[src/rtl/a2d_pkg.sv]
// Shared types and constants for the A2D SPI master.
// Optional frame-2 header check is enabled with A2D_CHK_EN.
package a2d_pkg;

  typedef enum logic [2:0] {
    IDLE,
    FRAME1,
    GAP,
    FRAME2,
    DONE
  } a2d_state_t;

  localparam int FRAME_BITS = 16;
  localparam int A2D_RES_W  = 12;
  localparam int CHNNL_LSB  = 11;

  function automatic logic [FRAME_BITS-1:0] cmd_word(
    input logic [2:0] ch
  );
    logic [FRAME_BITS-1:0] w;
    w = '0;
    w[CHNNL_LSB +: 3] = ch;
    return w;
  endfunction

endpackage

[src/rtl/a2d_intf_if.sv]
// Request/result and SPI pin bundle for a2d_intf.
// a2d_err exists only when A2D_CHK_EN is defined.
interface a2d_intf_if;
  import a2d_pkg::*;

  logic                 strt_cnv;
  logic [2:0]           chnnl;
  logic                 cnv_cmplt;
  logic [A2D_RES_W-1:0] A2D_res;
  logic                 SS_n;
  logic                 SCLK;
  logic                 MOSI;
  logic                 MISO;
`ifdef A2D_CHK_EN
  logic                 a2d_err;
`endif

  modport master (
`ifdef A2D_CHK_EN
    output a2d_err,
`endif
    input  strt_cnv,
    input  chnnl,
    input  MISO,
    output cnv_cmplt,
    output A2D_res,
    output SS_n,
    output SCLK,
    output MOSI
  );

  modport slave (
`ifdef A2D_CHK_EN
    input  a2d_err,
`endif
    output strt_cnv,
    output chnnl,
    output MISO,
    input  cnv_cmplt,
    input  A2D_res,
    input  SS_n,
    input  SCLK,
    input  MOSI
  );

endinterface

[src/rtl/spi_shift16.sv]
// One 16-bit SPI frame engine: SCLK divider, bit counter,
// tx/rx shift registers and an end-of-frame pulse.
module spi_shift16
  import a2d_pkg::*;
#(
  parameter int SCLK_DIV = 32
) (
  input  logic                  clk,
  input  logic                  rst,
  input  logic                  i_load,
  input  logic                  i_active,
  input  logic [FRAME_BITS-1:0] i_tx,
  input  logic                  i_miso,
  output logic                  o_sclk,
  output logic                  o_mosi,
  output logic [FRAME_BITS-1:0] o_rx,
  output logic                  o_frame_done
);

  localparam int DW = $clog2(SCLK_DIV);
  localparam logic [DW-1:0] HALF = DW'(SCLK_DIV / 2);
  localparam logic [DW-1:0] SMPL = DW'(SCLK_DIV / 2 + 1);
  localparam logic [DW-1:0] LAST = DW'(SCLK_DIV - 1);

  logic [DW-1:0]         r_div;
  logic [3:0]            r_bit;
  logic [FRAME_BITS-1:0] r_tx;
  logic [FRAME_BITS-1:0] r_rx;

  always_ff @(posedge clk or posedge rst) begin
    if (rst) begin
      r_div <= '0;
      r_bit <= '0;
      r_tx  <= '0;
      r_rx  <= '0;
    end else if (i_load) begin
      r_div <= '0;
      r_bit <= '0;
      r_tx  <= i_tx;
    end else if (i_active) begin
      r_div <= r_div + DW'(1);
      if (r_div == SMPL)
        r_rx <= {r_rx[FRAME_BITS-2:0], i_miso};
      if (r_div == LAST) begin
        r_tx  <= {r_tx[FRAME_BITS-2:0], 1'b0};
        r_bit <= r_bit + 4'd1;
      end
    end
  end

  // SCLK parks high outside a frame; low half of each bit comes first
  assign o_sclk       = i_active ? (r_div >= HALF) : 1'b1;
  assign o_mosi       = r_tx[FRAME_BITS-1];
  assign o_rx         = r_rx;
  assign o_frame_done = i_active && (r_div == LAST) && (r_bit == 4'd15);

endmodule

[src/rtl/a2d_intf.sv]
// SPI master for the 8-channel 12-bit A2D: two frames per conversion.
// Define A2D_CHK_EN to add the sticky a2d_err header check.
module a2d_intf
  import a2d_pkg::*;
#(
  parameter int SCLK_DIV = 32,
  parameter int GAP_CLKS = 32
) (
  input logic       clk,
  input logic       rst,
  a2d_intf_if.master bus
);

  localparam int GW = (GAP_CLKS > 1) ? $clog2(GAP_CLKS) : 1;
  localparam logic [GW-1:0] GAP_LAST = GW'(GAP_CLKS - 1);

  a2d_state_t            r_state;
  a2d_state_t            w_nxt;
  logic [2:0]            r_chnnl;
  logic [GW-1:0]         r_gap;
  logic                  r_cmplt;
  logic [A2D_RES_W-1:0]  r_res;
  logic                  w_accept;
  logic                  w_load;
  logic                  w_active;
  logic                  w_done;
  logic [FRAME_BITS-1:0] w_tx;
  logic [FRAME_BITS-1:0] w_rx;
  logic                  w_sclk;
  logic                  w_mosi;

  always_comb begin
    w_nxt    = r_state;
    w_load   = 1'b0;
    w_accept = 1'b0;
    unique case (r_state)
      IDLE: begin
        if (bus.strt_cnv) begin
          w_accept = 1'b1;
          w_load   = 1'b1;
          w_nxt    = FRAME1;
        end
      end
      FRAME1: if (w_done) w_nxt = GAP;
      GAP: begin
        if (r_gap == GAP_LAST) begin
          w_load = 1'b1;
          w_nxt  = FRAME2;
        end
      end
      FRAME2: if (w_done) w_nxt = DONE;
      DONE:   w_nxt = IDLE;
      default: w_nxt = IDLE;
    endcase
  end

  assign w_active = (r_state == FRAME1) || (r_state == FRAME2);
  assign w_tx     = cmd_word(w_accept ? bus.chnnl : r_chnnl);

  always_ff @(posedge clk or posedge rst) begin
    if (rst) begin
      r_state <= IDLE;
      r_chnnl <= '0;
      r_gap   <= '0;
      r_cmplt <= 1'b0;
      r_res   <= '0;
    end else begin
      r_state <= w_nxt;
      if (w_accept)
        r_chnnl <= bus.chnnl;
      r_gap   <= (r_state == GAP) ? r_gap + GW'(1) : '0;
      r_cmplt <= (r_state == DONE);
      // frame-1 data belongs to the previous channel and is dropped
      if (r_state == DONE)
        r_res <= w_rx[A2D_RES_W-1:0];
    end
  end

  spi_shift16 #(
    .SCLK_DIV (SCLK_DIV)
  ) u_shift (
    .clk          (clk),
    .rst          (rst),
    .i_load       (w_load),
    .i_active     (w_active),
    .i_tx         (w_tx),
    .i_miso       (bus.MISO),
    .o_sclk       (w_sclk),
    .o_mosi       (w_mosi),
    .o_rx         (w_rx),
    .o_frame_done (w_done)
  );

`ifdef A2D_CHK_EN
  logic r_err;

  always_ff @(posedge clk or posedge rst) begin
    if (rst)
      r_err <= 1'b0;
    else if (w_accept)
      r_err <= 1'b0;
    else if (r_state == DONE && w_rx[FRAME_BITS-1:A2D_RES_W] != 4'h0)
      r_err <= 1'b1;
  end

  assign bus.a2d_err = r_err;
`else
  logic w_unused_hdr;
  assign w_unused_hdr = ^w_rx[FRAME_BITS-1:A2D_RES_W];
`endif

  assign bus.SS_n      = ~w_active;
  assign bus.SCLK      = w_sclk;
  assign bus.MOSI      = w_mosi;
  assign bus.cnv_cmplt = r_cmplt;
  assign bus.A2D_res   = r_res;

endmodule

[src/flat_wrapper.sv]
// flat-port wrapper written by rule: the top's interface ports become plain ports
module a2d_intf_flat import a2d_pkg::*;
#(
  parameter int SCLK_DIV = 32,
  parameter int GAP_CLKS = 32
)
  (clk, rst, bus_strt_cnv, bus_chnnl, bus_MISO, bus_cnv_cmplt, bus_A2D_res, bus_SS_n, bus_SCLK, bus_MOSI);
  a2d_intf_if bus_i ();
  input logic clk;
  input logic rst;
  input wire logic [$bits(bus_i.strt_cnv)-1:0] bus_strt_cnv;
  input wire logic [$bits(bus_i.chnnl)-1:0] bus_chnnl;
  input wire logic [$bits(bus_i.MISO)-1:0] bus_MISO;
  output wire logic [$bits(bus_i.cnv_cmplt)-1:0] bus_cnv_cmplt;
  output wire logic [$bits(bus_i.A2D_res)-1:0] bus_A2D_res;
  output wire logic [$bits(bus_i.SS_n)-1:0] bus_SS_n;
  output wire logic [$bits(bus_i.SCLK)-1:0] bus_SCLK;
  output wire logic [$bits(bus_i.MOSI)-1:0] bus_MOSI;
  assign bus_i.strt_cnv = bus_strt_cnv;
  assign bus_i.chnnl = bus_chnnl;
  assign bus_i.MISO = bus_MISO;
  assign bus_cnv_cmplt = bus_i.cnv_cmplt;
  assign bus_A2D_res = bus_i.A2D_res;
  assign bus_SS_n = bus_i.SS_n;
  assign bus_SCLK = bus_i.SCLK;
  assign bus_MOSI = bus_i.MOSI;
  a2d_intf #(.SCLK_DIV(SCLK_DIV), .GAP_CLKS(GAP_CLKS)) u_core (.clk(clk), .rst(rst), .bus(bus_i));
endmodule
[config.mk]
export PLATFORM = sky130hd
export DESIGN_NAME = a2d_intf_flat
export DESIGN_NICKNAME = d
export VERILOG_FILES = /design/src/rtl/a2d_pkg.sv /design/src/rtl/a2d_intf_if.sv /design/src/rtl/spi_shift16.sv /design/src/rtl/a2d_intf.sv /design/src/flat_wrapper.sv
export SDC_FILE = /design/constraint.sdc
export NUM_CORES = 1
export LEC_CHECK = 0
export ABC_CLOCK_PERIOD_IN_PS = 2400
export CAP_MARGIN = 25
export CORE_UTILIZATION = 55
export CTS_CLUSTER_SIZE = 10
export DETAILED_ROUTE_END_ITERATION = 16
export GPL_TIMING_DRIVEN = 0
export PLACE_DENSITY = 0.78
export RECOVER_POWER = 100
export REMOVE_ABC_BUFFERS = 1
export SETUP_SLACK_MARGIN = 0.4
export SLEW_MARGIN = 25
export SYNTH_ARGS = -nofsm -noshare
export SYNTH_HDL_FRONTEND = slang
export SYNTH_SLANG_ARGS = --single-unit
[constraint.sdc]
create_clock -name clk -period 2.4 [get_ports clk]
set_input_delay 0.24 -clock clk [delete_from_list [all_inputs] [get_ports clk]]
set_output_delay 0.24 -clock clk [all_outputs]
set_load 0.01 [all_outputs]
Word level (Yosys, flattened, before mapping) --
Index checks and enable logic that the tools add are counted.
Word-level totals: register bits 61, bits of input ports 7, word-level logic and storage cells 56
Operators by class: add/sub/neg operators 3, magnitude comparators 1, equal/unequal tests 12, mux-type cells 20, bitwise gates (word level) 2, reductions and logical operators 9
Operators with widths (count):
- 16-bit two-way mux | 3
- 5-bit equality test (second input constant) | 3
- 3-bit two-way mux | 5
- 5-bit two-way mux | 3
- 4-bit two-way mux | 3
- 3-bit one-hot mux with 4 select lines | 1
- 5-bit by 1-bit adder with 5-bit output (second input constant) | 2
- 3-bit by 2-bit equality test with 1-bit output (second input constant) | 2
- 2-bit != test (second input constant) | 3
- 5-bit >= comparator (second input constant) | 1
- 4-bit by 1-bit adder with 4-bit output (second input constant) | 1
- 4-bit equality test (second input constant) | 1
- 1-bit two-way mux | 4
- 4-bit AND reduction | 1
- 2-bit nonzero test | 2
- 3-bit by 1-bit equality test with 1-bit output (second input constant) | 1
- 3-bit equality test (second input constant) | 1
- 3-bit logical NOT | 1
- 3-bit AND reduction | 1
- 1-bit logical AND | 2
- 2-bit by 1-bit != test with 1-bit output (second input constant) | 1
- 1-bit NOT | 2
- 1-bit one-hot mux with 2 select lines | 1
- 2-bit AND reduction | 1
- 1-bit logical OR | 1

Logic depth before layout (Yosys ltp) --
depth after elaboration 6, depth in mapped cells 7, depth with buffers taken out 6

Cells and area by module --
A second synthesis with hierarchy kept.
Unflattened totals: cell total of the unflattened synthesis 222, area, all modules 2955.3 um^2
By module, submodules not included:
- spi_shift16 | times used 1, cells an instance 151, area an instance 1865.5 um^2
- a2d_intf | times used 1, cells an instance 71, area an instance 1089.8 um^2

Worst setup path after synthesis --
No wires, ideal clock.
kind register to register, from register u_core.u_shift.r_div[0], to register u_core.u_shift.r_tx[12], library setup time 0.125 ns, data arrival time 1.740 ns, path slack 0.535 ns, stages on the path, launching flop included 7, buffers on the path 0, clock period less this slack 1.865 ns, cell sequence dfrtp_1 > ha_1 > and3_1 > ha_1 > nand3b_4 > mux2_2 > mux2_2
On the way: longest elaborated chain between the ends 3
RTL lines:
- start: declaration | line spi_shift16.sv:25 | logic [DW-1:0] r_div;
- start signal: assignment | line spi_shift16.sv:41 | r_div <= r_div + DW'(1);
- 5-bit equality test | line spi_shift16.sv:44 | if (r_div == LAST) begin
- 2-bit nonzero test (no line)
- 2-bit AND reduction (no line)
- end signal: assignment | line spi_shift16.sv:39 | r_tx <= i_tx;
- end signal: assignment | line spi_shift16.sv:45 | r_tx <= {r_tx[FRAME_BITS-2:0], 1'b0};
- end: declaration | line spi_shift16.sv:27 | logic [FRAME_BITS-1:0] r_tx;
No other way between the ends. A chain may end at the register's enable or synchronous reset.

Worst setup path after layout --
from register u_core.r_state[2], to output port bus_SS_n
On the way: longest elaborated chain between the ends 3, elaborated cells on any way between the ends 4, those cells by class eq/ne (2); bitwise (1); reduce/logical (1)
RTL lines:
- start: declaration | line a2d_intf.sv:17 | a2d_state_t r_state;
- start signal: assignment | line a2d_intf.sv:68 | r_state <= w_nxt;
- 3-bit by 1-bit equality test with 1-bit output or 3-bit by 2-bit equality test with 1-bit output (tied branches) | line a2d_intf.sv:57 | assign w_active = (r_state == FRAME1) || (r_state == FRAME2);
- 1-bit logical OR * | line a2d_intf.sv:57
- 1-bit NOT * | line a2d_intf.sv:112 | assign bus.SS_n = ~w_active;
- end: declaration | line flat_wrapper.sv:16 | output wire logic [$bits(bus_i.SS_n)-1:0] bus_SS_n;
Every way passes the cells marked *; elsewhere a longest branch is shown, timed or not.

==> key figures <==
Clocking
  • Maximum root-to-sink buffer count: 2
  • Clock root cell: clkbuf_8
  • CTS H-tree lvls: 2
  • Clock Sinks: 50
  • Clk Latency, worst-skew pair: approximately 0.3 ns
  • CTS Buf Count: 5
  • Clock-pin slew on the worst setup and hold paths: roughly 0.09 ns
  • CTS tree: done
  • Hold_buf cts: 0

Critical path
  • Largest delay share family, worst path: buffers and inverters
  • Arr. time, crit path: ~1.8 ns
  • Crit path max fanout: 8
  • Critical path, cell by cell: nor2b_4 -> inv_2 -> dlygate4sd3_1
  • R2R Setup Slk: roughly 0.44 ns
  • Crit path depth: 3
  • CP endpoint kind: output port
  • RR Startpoint: u_core.u_shift.r_div[1]$_DFFE_PP0P_
  • Critical Setup Path Class: reg -> out
  • Slowest CP cell: dlygate4sd3_1
  • WP buf/inv: 2
  • Max stage delay on crit path: ~0.63 ns
  • CP Launch Type: flip-flop
  • Worst r2r dst: u_core.u_shift.r_tx[13]$_DFFE_PP0P_
  • R2R depth: 6
  • CP required: 2.16 ns

Final layout
  • Multi-input logic area: around 840 um^2
  • Fill count: 284
  • Final-stage net count: a little over 200
  • N_diodes: 0
  • Design area: between 0.002 and 0.003 mm^2
  • Share of cells above drive strength 1: 0.203
  • FF/Latch Area: 0.00125 mm^2
  • Area Growth Syn to Fin: 15.1%

Yosys
  • Top post-synthesis cells by count: 50 x dfrtp_1, 21 x mux2_2, 10 x mux2_4, 8 x nor2_1
  • Area leader, netlist: dfrtp_1
  • Avg Inst Size Synth: 13.7 um^2
  • Warnings, synthesis: 0
  • Most frequent cell after synthesis: dfrtp_1
  • Top FF cell, synth: dfrtp_1
  • Synth area leaders: dfrtp_1 57%, mux2_2 11%, mux2_4 6.8%
  • Flops & latches, synth: 50
  • Library cells used by synthesis: 32
  • Post-Synthesis Cells: between 150 and 200
  • Seq/Total Area, Yosys: 0.567
  • Syn Std Cell Area: between 0.002 and 0.0025 mm^2
  • EDFF count, synth: 0
  • Asr flop ratio synth: 1.00
  • Synth top area share: 0.567

STA
  • Final min period: between 2 and 2.5 ns
  • Setup ws final: roughly 0.33 ns
  • Post-route clock period utilization: 0.863
  • RSZ-0062 raised after global routing: false
  • Pins Over Slew Limit: 0
  • Final Setup Violations: 0
  • Max Clk Rate: slightly below 0.5 GHz
  • Relative slew slack: 0.460
  • Worst Clk Skew: ~0.0057 ns
  • Setup TNS: 0 ns
  • Slew @ Worst Pin: 0.810 ns
  • Final hold violations: 0

GRT
  • First-pass GRT wire length: 6310 um
  • Pin count of the biggest net entering global routing: 35
  • Number of global-route vias before repair: ~1,400
  • Initial antenna violation count: 0
  • Total global-route track usage: 0.205
  • Grt ovf: 0

Detailed routing
  • Drt total wl: about 3700 um
  • Drt pass-1 iters: 4
  • Via-per-instance ratio: between 5 and 6
  • Mean routed wirelength per cell: between 15 and 20 um
  • First DRT Iteration DRCs: slightly above 50
  • DRC: 0
  • Post-route ant nets: 0
  • Routed vias: roughly 1,300

Run
  • MaxCap Viol Count: 0

Place
  • Port bufs: 22
  • GPL Wtd Cong: approximately 0.7
  • Area after DPL: roughly 0.0024 mm^2
  • Post-DP HPWL: 2550 um
  • Pre-CTS WS: ~0.16 ns

Die
  • Die area: between 0.004 and 0.005 mm^2
  • Core area: 0.00374 mm^2
  • Io pins: 23
  • Horiz. Die Dim: 65.3 um
  • Placement row count: 22
  • Starting Density: 0.589
  • Die Y: ~65 um

Power and ir drop
  • Pwr/cell area: 779 mW/mm^2
  • VDD IR max: slightly above 0.6 mV
  • Pleak: 1.28 nW

Worst hold path
  • Tightest Hold Check Type: in -> async

Run status
  • Status: completed
## registers in the layout, summed over array words and instances, names as in the netlist
signal / count
u_core.bus.A2D_res: 12
u_core.u_shift.o_rx: 12
u_core.r_gap: 5
u_core.u_shift.r_div: 5
u_core.u_shift.r_tx: 5
u_core.u_shift.r_bit: 4
u_core.r_chnnl: 3
u_core.r_state: 3
u_core.bus.cnv_cmplt: 1
## cell type report
type / instances / area share
Multi-Input combinational cell: 98 / 0.332
Inverter: 5 / 0.00739
Clock inverter: 1 / 0.00345
Sequential cell: 50 / 0.493
Timing Repair Buffer: 31 / 0.106
Clock buffer: 7 / 0.0340
Tap cell: 48 / 0.0236
## through the flow
step | power, mW | instances | hold WS [ns] | utilization
2_1_floorplan | 1.39 | 153 | 0.389 | -
3_3_place_gp | 1.47 | 223 | 0.447 | 0.647
3_5_place_dp | 1.52 | 224 | 0.470 | 0.652
4_1_cts | 2.03 | 234 | 0.224 | 0.684
5_1_grt | 2.09 | 240 | 0.495 | 0.678
6_report | 1.98 | 240 | 0.437 | 0.678
## routing by layer
layer  share of wire  track usage  wire, um
met5               0            0         0
met1            0.42        0.242      1580
met2            0.52        0.347      1940
met3           0.042       0.0660       155
met4           0.015       0.0815        55
## worst max path at each step
stage | startpoint | slack (ns) | endpoint
global route | u_core.r_state[2]$_DFFE_PP0P_ | 0.25 | bus_SS_n
floorplan | u_core.r_gap[0]$_DFF_PP0_ | 0.51 | u_core.u_shift.r_tx[11]$_DFFE_PP0P_
detailed placement | u_core.r_gap[0]$_DFF_PP0_ | 0.16 | u_core.u_shift.r_tx[11]$_DFFE_PP0P_
CTS | u_core.u_shift.r_div[0]$_DFFE_PP0P_ | 0.40 | u_core.u_shift.r_tx[12]$_DFFE_PP0P_
global placement | rst | 0.13 | u_core.u_shift.r_bit[2]$_DFFE_PP0P_
finish | u_core.r_state[2]$_DFFE_PP0P_ | 0.33 | bus_SS_n
## where the power goes
group | total [mW] | switching (mW) | internal, mW
combinational | 0.369 | 0.174 | 0.195
sequential | 1.10 | 0.108 | 0.988
clock | 0.514 | 0.276 | 0.239
total | 1.98 | 0.558 | 1.42
## timing repair
action                     CTS  global route
cloned                       0             0
gates resized for setup      3             2
pin swaps                    1             0
setup buffers                2             6
setup endpoints to repair    8             7
## cells by family after synthesis
family                     after synthesis  synth area share
AOI/OAI and AO/OA                       13            0.0312
xor gates and xnor gates                 5            0.0199
adders and majority gates                6            0.0340
buffers and inverters                   13            0.0380
DFF                                     50             0.567
muxes                                   34             0.189
and+or+nand+nor                         40             0.120
## layout by cell type (no fill, tap or decap), types with 2 or more instances in the layout
master / n
nor2_1: 8
xor2_1: 4
mux2_1: 12
o21ai_0: 4
ha_1: 6
mux2i_1: 2
mux2_2: 19
clkbuf_8: 6
buf_4: 4
clkdlybuf4s50_1: 5
inv_1: 4
or3_1: 3
and3_1: 5
a21oi_1: 7
nand3_1: 6
nand2_1: 7
dfrtp_1: 49
dlygate4sd3_1: 17
clkbuf_1: 5
Power figures use the tool's default switching activity.
